`config.mk`:
```
export PLATFORM = sky130hd
export DESIGN_NAME = danger_slot_mgr
export DESIGN_NICKNAME = d
export VERILOG_FILES = /design/src/rtl/danger_slot_mgr.sv
export SDC_FILE = /design/constraint.sdc
export NUM_CORES = 1
export LEC_CHECK = 0
export CAP_MARGIN = 20
export CELL_PAD_IN_SITES_DETAIL_PLACEMENT = 0
export CELL_PAD_IN_SITES_GLOBAL_PLACEMENT = 2
export CORE_ASPECT_RATIO = 1.5
export CORE_MARGIN = 2
export CORE_UTILIZATION = 28
export CTS_CLUSTER_SIZE = 10
export DETAILED_ROUTE_END_ITERATION = 10
export PLACE_DENSITY = 0.84
export SLEW_MARGIN = 20
export SYNTH_ARGS = -nofsm -noshare
export SYNTH_HDL_FRONTEND = slang
export SYNTH_SLANG_ARGS = --single-unit
```
`constraint.sdc`:
```
create_clock -name clk -period 4.1 [get_ports clk]
set_clock_uncertainty 0.15 [all_clocks]
set_input_delay 0.82 -clock clk [delete_from_list [all_inputs] [get_ports clk]]
set_output_delay 0.82 -clock clk [all_outputs]
set_load 0.02 [all_outputs]
```
`src/rtl/danger_slot_mgr.sv`:
```
// danger_slot_mgr: N-slot obstacle spawner/mover driven by a 1-cycle game tick.
// Define DANGER_SPEED_RAMP_EN to add the spawn-count driven speed ramp.
module danger_slot_mgr #(
  parameter int N_SLOTS     = 3,
  parameter int POS_W       = 10,
  parameter int WIN_W       = 640,
  parameter int GAP_TICKS   = 511,
  parameter int SPD_W       = 3,
  parameter int RAMP_SPAWNS = 16
) (
  input  logic                       clk,
  input  logic                       rst,
  input  logic                       tick,
  input  logic                       run,
  input  logic                       clear,
  input  logic [6:0]                 rnd,
  input  logic [SPD_W-1:0]           base_speed,
  output logic [N_SLOTS*POS_W-1:0]   slot_pos,
  output logic [N_SLOTS*3-1:0]       slot_type,
  output logic [N_SLOTS-1:0]         slot_en,
  output logic                       spawn_pulse,
  output logic [3:0]                 active_cnt,
  output logic [SPD_W-1:0]           cur_speed
);

  localparam int GAP_W = (GAP_TICKS < 1) ? 1 : $clog2(GAP_TICKS + 1);
  localparam logic [2:0] T_NOTHING = 3'd5;

`ifndef SYNTHESIS
  if (WIN_W + 77 >= (1 << POS_W)) begin : g_bad_win
    $error("danger_slot_mgr: WIN_W+77 does not fit in POS_W bits");
  end
  if (N_SLOTS < 1 || N_SLOTS > 8) begin : g_bad_slots
    $error("danger_slot_mgr: N_SLOTS must be 1..8");
  end
  if (RAMP_SPAWNS < 1) begin : g_bad_ramp
    $error("danger_slot_mgr: RAMP_SPAWNS must be >= 1");
  end
`endif

  logic               clr;
  logic               active;
  logic               all_full;
  logic               attempt;
  logic               do_spawn;
  logic [N_SLOTS-1:0] en_vec;
  logic [N_SLOTS-1:0] en_nxt;
  logic [N_SLOTS-1:0] free_vec;
  logic [N_SLOTS-1:0] spawn_sel;
  logic [POS_W-1:0]   speed_ext;
  logic [POS_W-1:0]   spawn_pos;

  logic [GAP_W-1:0]   gap_q, gap_d;
  logic [2:0]         pend_type_q, pend_type_d;
  logic [6:0]         pend_w_q, pend_w_d;
  logic               spawn_q;
  logic [3:0]         cnt_q, cnt_d;

  assign clr       = !rst || clear;
  assign active    = tick && run;
  assign all_full  = &en_vec;
  assign attempt   = active && !all_full && (gap_q == GAP_W'(GAP_TICKS));
  assign do_spawn  = attempt && (pend_type_q != T_NOTHING);
  assign free_vec  = ~en_vec;
  // Isolate the lowest set bit of the free mask: that slot takes the spawn.
  assign spawn_sel = do_spawn ? (free_vec & (~free_vec + N_SLOTS'(1))) : '0;
  assign speed_ext = POS_W'(cur_speed);
  assign spawn_pos = POS_W'(WIN_W) + POS_W'(pend_w_q);

  always_comb begin
    gap_d = gap_q;
    if (active) begin
      if (all_full || attempt) gap_d = '0;
      else                     gap_d = gap_q + GAP_W'(1);
    end
  end

  always_comb begin
    pend_type_d = pend_type_q;
    pend_w_d    = pend_w_q;
    if (attempt) begin
      if (rnd <= 7'd50) begin
        pend_type_d = T_NOTHING; pend_w_d = 7'd0;
      end else if (rnd <= 7'd60) begin
        pend_type_d = 3'd4;      pend_w_d = 7'd27;
      end else if (rnd <= 7'd70) begin
        pend_type_d = 3'd2;      pend_w_d = 7'd19;
      end else if (rnd <= 7'd80) begin
        pend_type_d = 3'd3;      pend_w_d = 7'd77;
      end else if (rnd <= 7'd90) begin
        pend_type_d = 3'd0;      pend_w_d = 7'd44;
      end else begin
        pend_type_d = 3'd1;      pend_w_d = 7'd44;
      end
    end
  end

  generate
    for (genvar gi = 0; gi < N_SLOTS; gi++) begin : g_slot
      logic [POS_W-1:0] pos_q, pos_d;
      logic [2:0]       type_q, type_d;
      logic             en_q, en_d;

      // Freshly spawned slots skip motion; a zero speed neither moves nor retires.
      always_comb begin
        pos_d  = pos_q;
        type_d = type_q;
        en_d   = en_q;
        if (spawn_sel[gi]) begin
          pos_d  = spawn_pos;
          type_d = pend_type_q;
          en_d   = 1'b1;
        end else if (active && en_q && (cur_speed != '0)) begin
          if (pos_q > speed_ext) begin
            pos_d = pos_q - speed_ext;
          end else begin
            pos_d  = '0;
            type_d = T_NOTHING;
            en_d   = 1'b0;
          end
        end
      end

      always_ff @(posedge clk) begin
        if (clr) begin
          pos_q  <= '0;
          type_q <= T_NOTHING;
          en_q   <= 1'b0;
        end else begin
          pos_q  <= pos_d;
          type_q <= type_d;
          en_q   <= en_d;
        end
      end

      assign en_vec[gi]                   = en_q;
      assign en_nxt[gi]                   = en_d;
      assign slot_en[gi]                  = en_q;
      assign slot_pos[gi*POS_W +: POS_W]  = pos_q;
      assign slot_type[gi*3 +: 3]         = type_q;
    end
  endgenerate

  always_comb begin
    cnt_d = '0;
    for (int i = 0; i < N_SLOTS; i++) cnt_d = cnt_d + 4'(en_nxt[i]);
  end

  always_ff @(posedge clk) begin
    if (clr) begin
      gap_q       <= '0;
      pend_type_q <= T_NOTHING;
      pend_w_q    <= '0;
      spawn_q     <= 1'b0;
      cnt_q       <= '0;
    end else begin
      gap_q       <= gap_d;
      pend_type_q <= pend_type_d;
      pend_w_q    <= pend_w_d;
      spawn_q     <= do_spawn;
      cnt_q       <= cnt_d;
    end
  end

  assign spawn_pulse = spawn_q;
  assign active_cnt  = cnt_q;

`ifdef DANGER_SPEED_RAMP_EN
  localparam int RC_W = (RAMP_SPAWNS < 2) ? 1 : $clog2(RAMP_SPAWNS);

  logic [RC_W-1:0]  rcnt_q;
  logic [SPD_W-1:0] ramp_q;
  logic [SPD_W:0]   speed_sum;

  // do_spawn already implies run, so the ramp is frozen while the game is stopped.
  always_ff @(posedge clk) begin
    if (clr) begin
      rcnt_q <= '0;
      ramp_q <= '0;
    end else if (do_spawn) begin
      if (rcnt_q == RC_W'(RAMP_SPAWNS - 1)) begin
        rcnt_q <= '0;
        if (ramp_q != '1) ramp_q <= ramp_q + SPD_W'(1);
      end else begin
        rcnt_q <= rcnt_q + RC_W'(1);
      end
    end
  end

  assign speed_sum = {1'b0, base_speed} + {1'b0, ramp_q};
  assign cur_speed = speed_sum[SPD_W] ? '1 : speed_sum[SPD_W-1:0];
`else
  assign cur_speed = base_speed;
`endif

endmodule
```
==> metrics.md <==
| Metric | Value |
|---|---|
| Global-route wire length before repair | `17900 µm` |
| Final Slew Violations | `0` |
| FF+latch count, synth | `63` |
| Post-CTS Hold Fix Bufs | `0` |
| DRT Pass-1 Iters | `4` |
| Via Count | `~3.6k` |
| Final net count | `approximately 520` |
| Crit end category | `register` |
| Critical Path AT | `about 3.6 ns` |
| Main area contributors after synthesis | `dfxtp_1 (34%), nand3_1 (5.0%), ha_1 (3.7%), nand2_1 (3.4%), a31oi_1 (3.2%)` |
| Worst setup margin | `0.569 ns` |
| Max-Cap Viols | `0` |
| # diodes | `0` |
| Drt wl/cell | `between 15 and 20 µm` |
| Crit path time final | `3.53 ns` |
| Number of gates resized after cts | `0` |
| Syn_area_per_cell | `8.27 µm²` |
| Clock Sinks | `63` |
| Post-synthesis mux area share | `less than 1%` |
| Largest family of logic cells by synthesized area | `simple AND/OR/NAND/NOR gates` |
| Initial antenna violation count | `0` |
| Area delta synth->final | `26.5%` |
| Layout cell share with drive strength beyond 1 | `around 6.5%` |
| Post-synth ARST share | `0%` |
| Top Ports | `65` |
| Sequential share of the synthesized area | `34.3%` |
| Critical path fanouts, max | `6` |
| Crit share post-route | `86.1%` |
| Cells after Synth | `about 440` |
| Routed Antenna Nets | `0` |
| CP Data Required Time | `4.21 ns` |
| Critical Path Source Type | `input pin` |
| Port buffer count | `slightly above 60` |
| Largest net degree at the start of global routing | `46` |
| Least-Margin Pin Slew | `slightly above 0.7 ns` |
| Clock latency reported for the late side of the worst-skew pair | `approximately 0.33 ns` |
| Die height | `144 µm` |
| Synth area leader | `dfxtp_1` |
| Fin. Hold Viols | `0` |
| GRT overflow | `0` |
| Cts bufs inserted | `9` |
| Power Dens Cells | `roughly 300 nW/µm²` |
| Total wire length | `between 10000 and 15000 µm` |
| Starting Density | `28.5%` |
| Post-synth EDFFs | `0` |
| Critical path startpoint | `base_speed[0]` |
| Compound-Gate Fraction of Synth Area | `about a quarter` |
| LEAKAGE | `between 0.0015 and 0.002 µW` |
| Die X | `between 90 and 100 µm` |
| RSZ-0062 raised after global routing | `no` |
| Vias in the first global route | `around 3.4k` |
| Worst hold slack | `roughly 0.34 ns` |
| Placed Area | `4390 µm²` |
| WS Path Type | `input pin to register` |
| # DRC | `0` |
| Area of the multi-input gates | `~2200 µm²` |
| DP Worst Slack | `approximately 0.25 ns` |
| Core Area | `approximately 13000 µm²` |
| Longest Clk Path Bufs | `2` |
| Post-synth top flop | `dfxtp_1` |
| GRT Total Usage | `between 15 and 20%` |
| H-Tree Depth | `3` |
| CTS root buffer | `clkbuf_16` |
| Starting DRT DRC Count | `a little over 200` |
| Worst reg2reg path startpoint | `gap_q[0]$_SDFFE_PP0P_` |
| CTS tree | `yes` |
| Yosys Warn Count | `0` |
| Fill count | `approximately 1.4k` |
| Post-synth top cells | `dfxtp_1 (63), nand3_1 (37), nand2_1 (33)` |
| Worst hold start | `pend_w_q[6]$_SDFFE_PP0P_` |
| Count leader, synth | `dfxtp_1` |
| Clk slew on worst S/H paths | `0.05 ns` |
| Final instance area | `4650 µm²` |
| Fmax achieved | `283 MHz` |
| Row count | `between 50 and 60` |
| Storage cell area | `1260 µm²` |
| Mapped Area | `~3700 µm²` |
| Yosys top cell area share | `about a third` |
| Synth unique cells | `66` |
| Die Area | `14100 µm²` |
| Placer congestion estimate | `roughly 0.84` |
| Setup TNS | `0 ns` |
| Simple-gate share of the synthesized area | `about a quarter` |
| Max transition margin | `between 50% and 60%` |
| Final setup fails | `0` |
| VDD IR-drop max | `between 0.00015 and 0.0002 V` |
| HPWL after detailed placement | `between 8000 and 9000 µm` |
| Pwr Total | `about 1400 µW` |
| Post-synthesis adder-cell area fraction | `5.93%` |
| Xor/xnor share of the synthesized area | `between 3 and 4%` |
| Status | `complete, no violations` |
| Hold Crit Class | `register to register` |
| Post-CTS Setup Inserts | `0` |
| Via density | `between 5 and 6` |
layout by cell type (no fill, tap or decap), drive strengths merged, types with 3 or more instances in the layout:
cell type,n
dfxtp,63
clkdlybuf4s50,62
nand3,38
nand2,34
nor2,27
o21ai,23
a21oi,22
a31oi,19
o211ai,14
nand4,12
inv,11
xor2,11
ha,11
buf,11
nor3,11
clkbuf,11
and2,9
a211oi,8
or3,7
nand3b,7
a21boi,6
or4,5
and3,4
o31ai,4
o22ai,4
o211a,4
xnor2,4
fa,4
nor4,4
and3b,3
or4b,3
nand2b,3
mux2i,3
a211o,3
a22oi,3
through the flow:
step / cells / util (%)
2_1_floorplan: 445 / -
3_3_place_gp: 642 / 34.1
5_1_grt: 655 / 36.1
6_report: 655 / 36.1
3_5_place_dp: 642 / 34.1
4_1_cts: 655 / 36.1
worst paths after layout:
path | end | depth (start not counted) | slack, ns
worst max-delay path | active_cnt[0]$_SDFF_PP0_ | 10 | 0.57
worst min-delay path | pend_w_q[6]$_SDFFE_PP0P_ | 2 | 0.34
worst max register to register | active_cnt[0]$_SDFF_PP0_ | 10 | 1.07
worst min register to register | pend_w_q[6]$_SDFFE_PP0P_ | 2 | 0.34
critical path, stage by stage:
cell and delay, ns:
clkdlybuf4s50_1 0.67, ha_1 0.24, inv_1 0.06, fa_1 0.42
a21o_1 0.21, a2111o_1 0.38, o21ai_1 0.16, and2_1 0.16
fa_1 0.40, nor2_1 0.10
cell type report:
cell class | instances | area share (%)
Timing Repair Buffer | 73 | 15.1
Inverter | 11 | 0.889
Clock inverter | 2 | 0.215
Clock buffer | 11 | 5.22
Tap cell | 159 | 4.28
Multi-Input combinational cell | 336 | 47.1
Sequential cell | 63 | 27.1
sequential cells by signal (all words and copies together) (netlist names):
register and flops:
g_slot.en_q 3, spawn_pulse 1, g_slot.type_q 9, gap_q 9, g_slot.pos_q 30, pend_type_q 3, pend_w_q 6, active_cnt 2
power breakdown:
part	leakage (µW)	switching, µW	total, µW	internal, µW
clock network	0.000127	258	671	413
registers	0.000508	0.330	614	613
logic	0.000968	60.9	100	39.4
total	0.00160	319	1380	1070
cells by family (layout without fill, tap and decap cells):
kind of cell | count (synthesis) | count (layout)
AOI/OAI and AO/OA | 127 | 127
xor gates and xnor gates | 15 | 15
adders and majority gates | 15 | 15
buffers and inverters | 46 | 97
DFF | 63 | 63
muxes | 3 | 3
other | 1 | 2
and+or+nand+nor | 174 | 174
per-layer routing:
metal | vias to the layer above | part of all wire, % | track usage (%)
met1 | 1731 | 42 | 19.2
met5 | - | 0 | 0
met4 | 0 | 1.9 | 7.09
met2 | 108 | 51 | 28.2
met3 | 18 | 4.6 | 2.71
li1 | 1760 | - | -
Note: power is estimated with default switching activity, not from simulation.
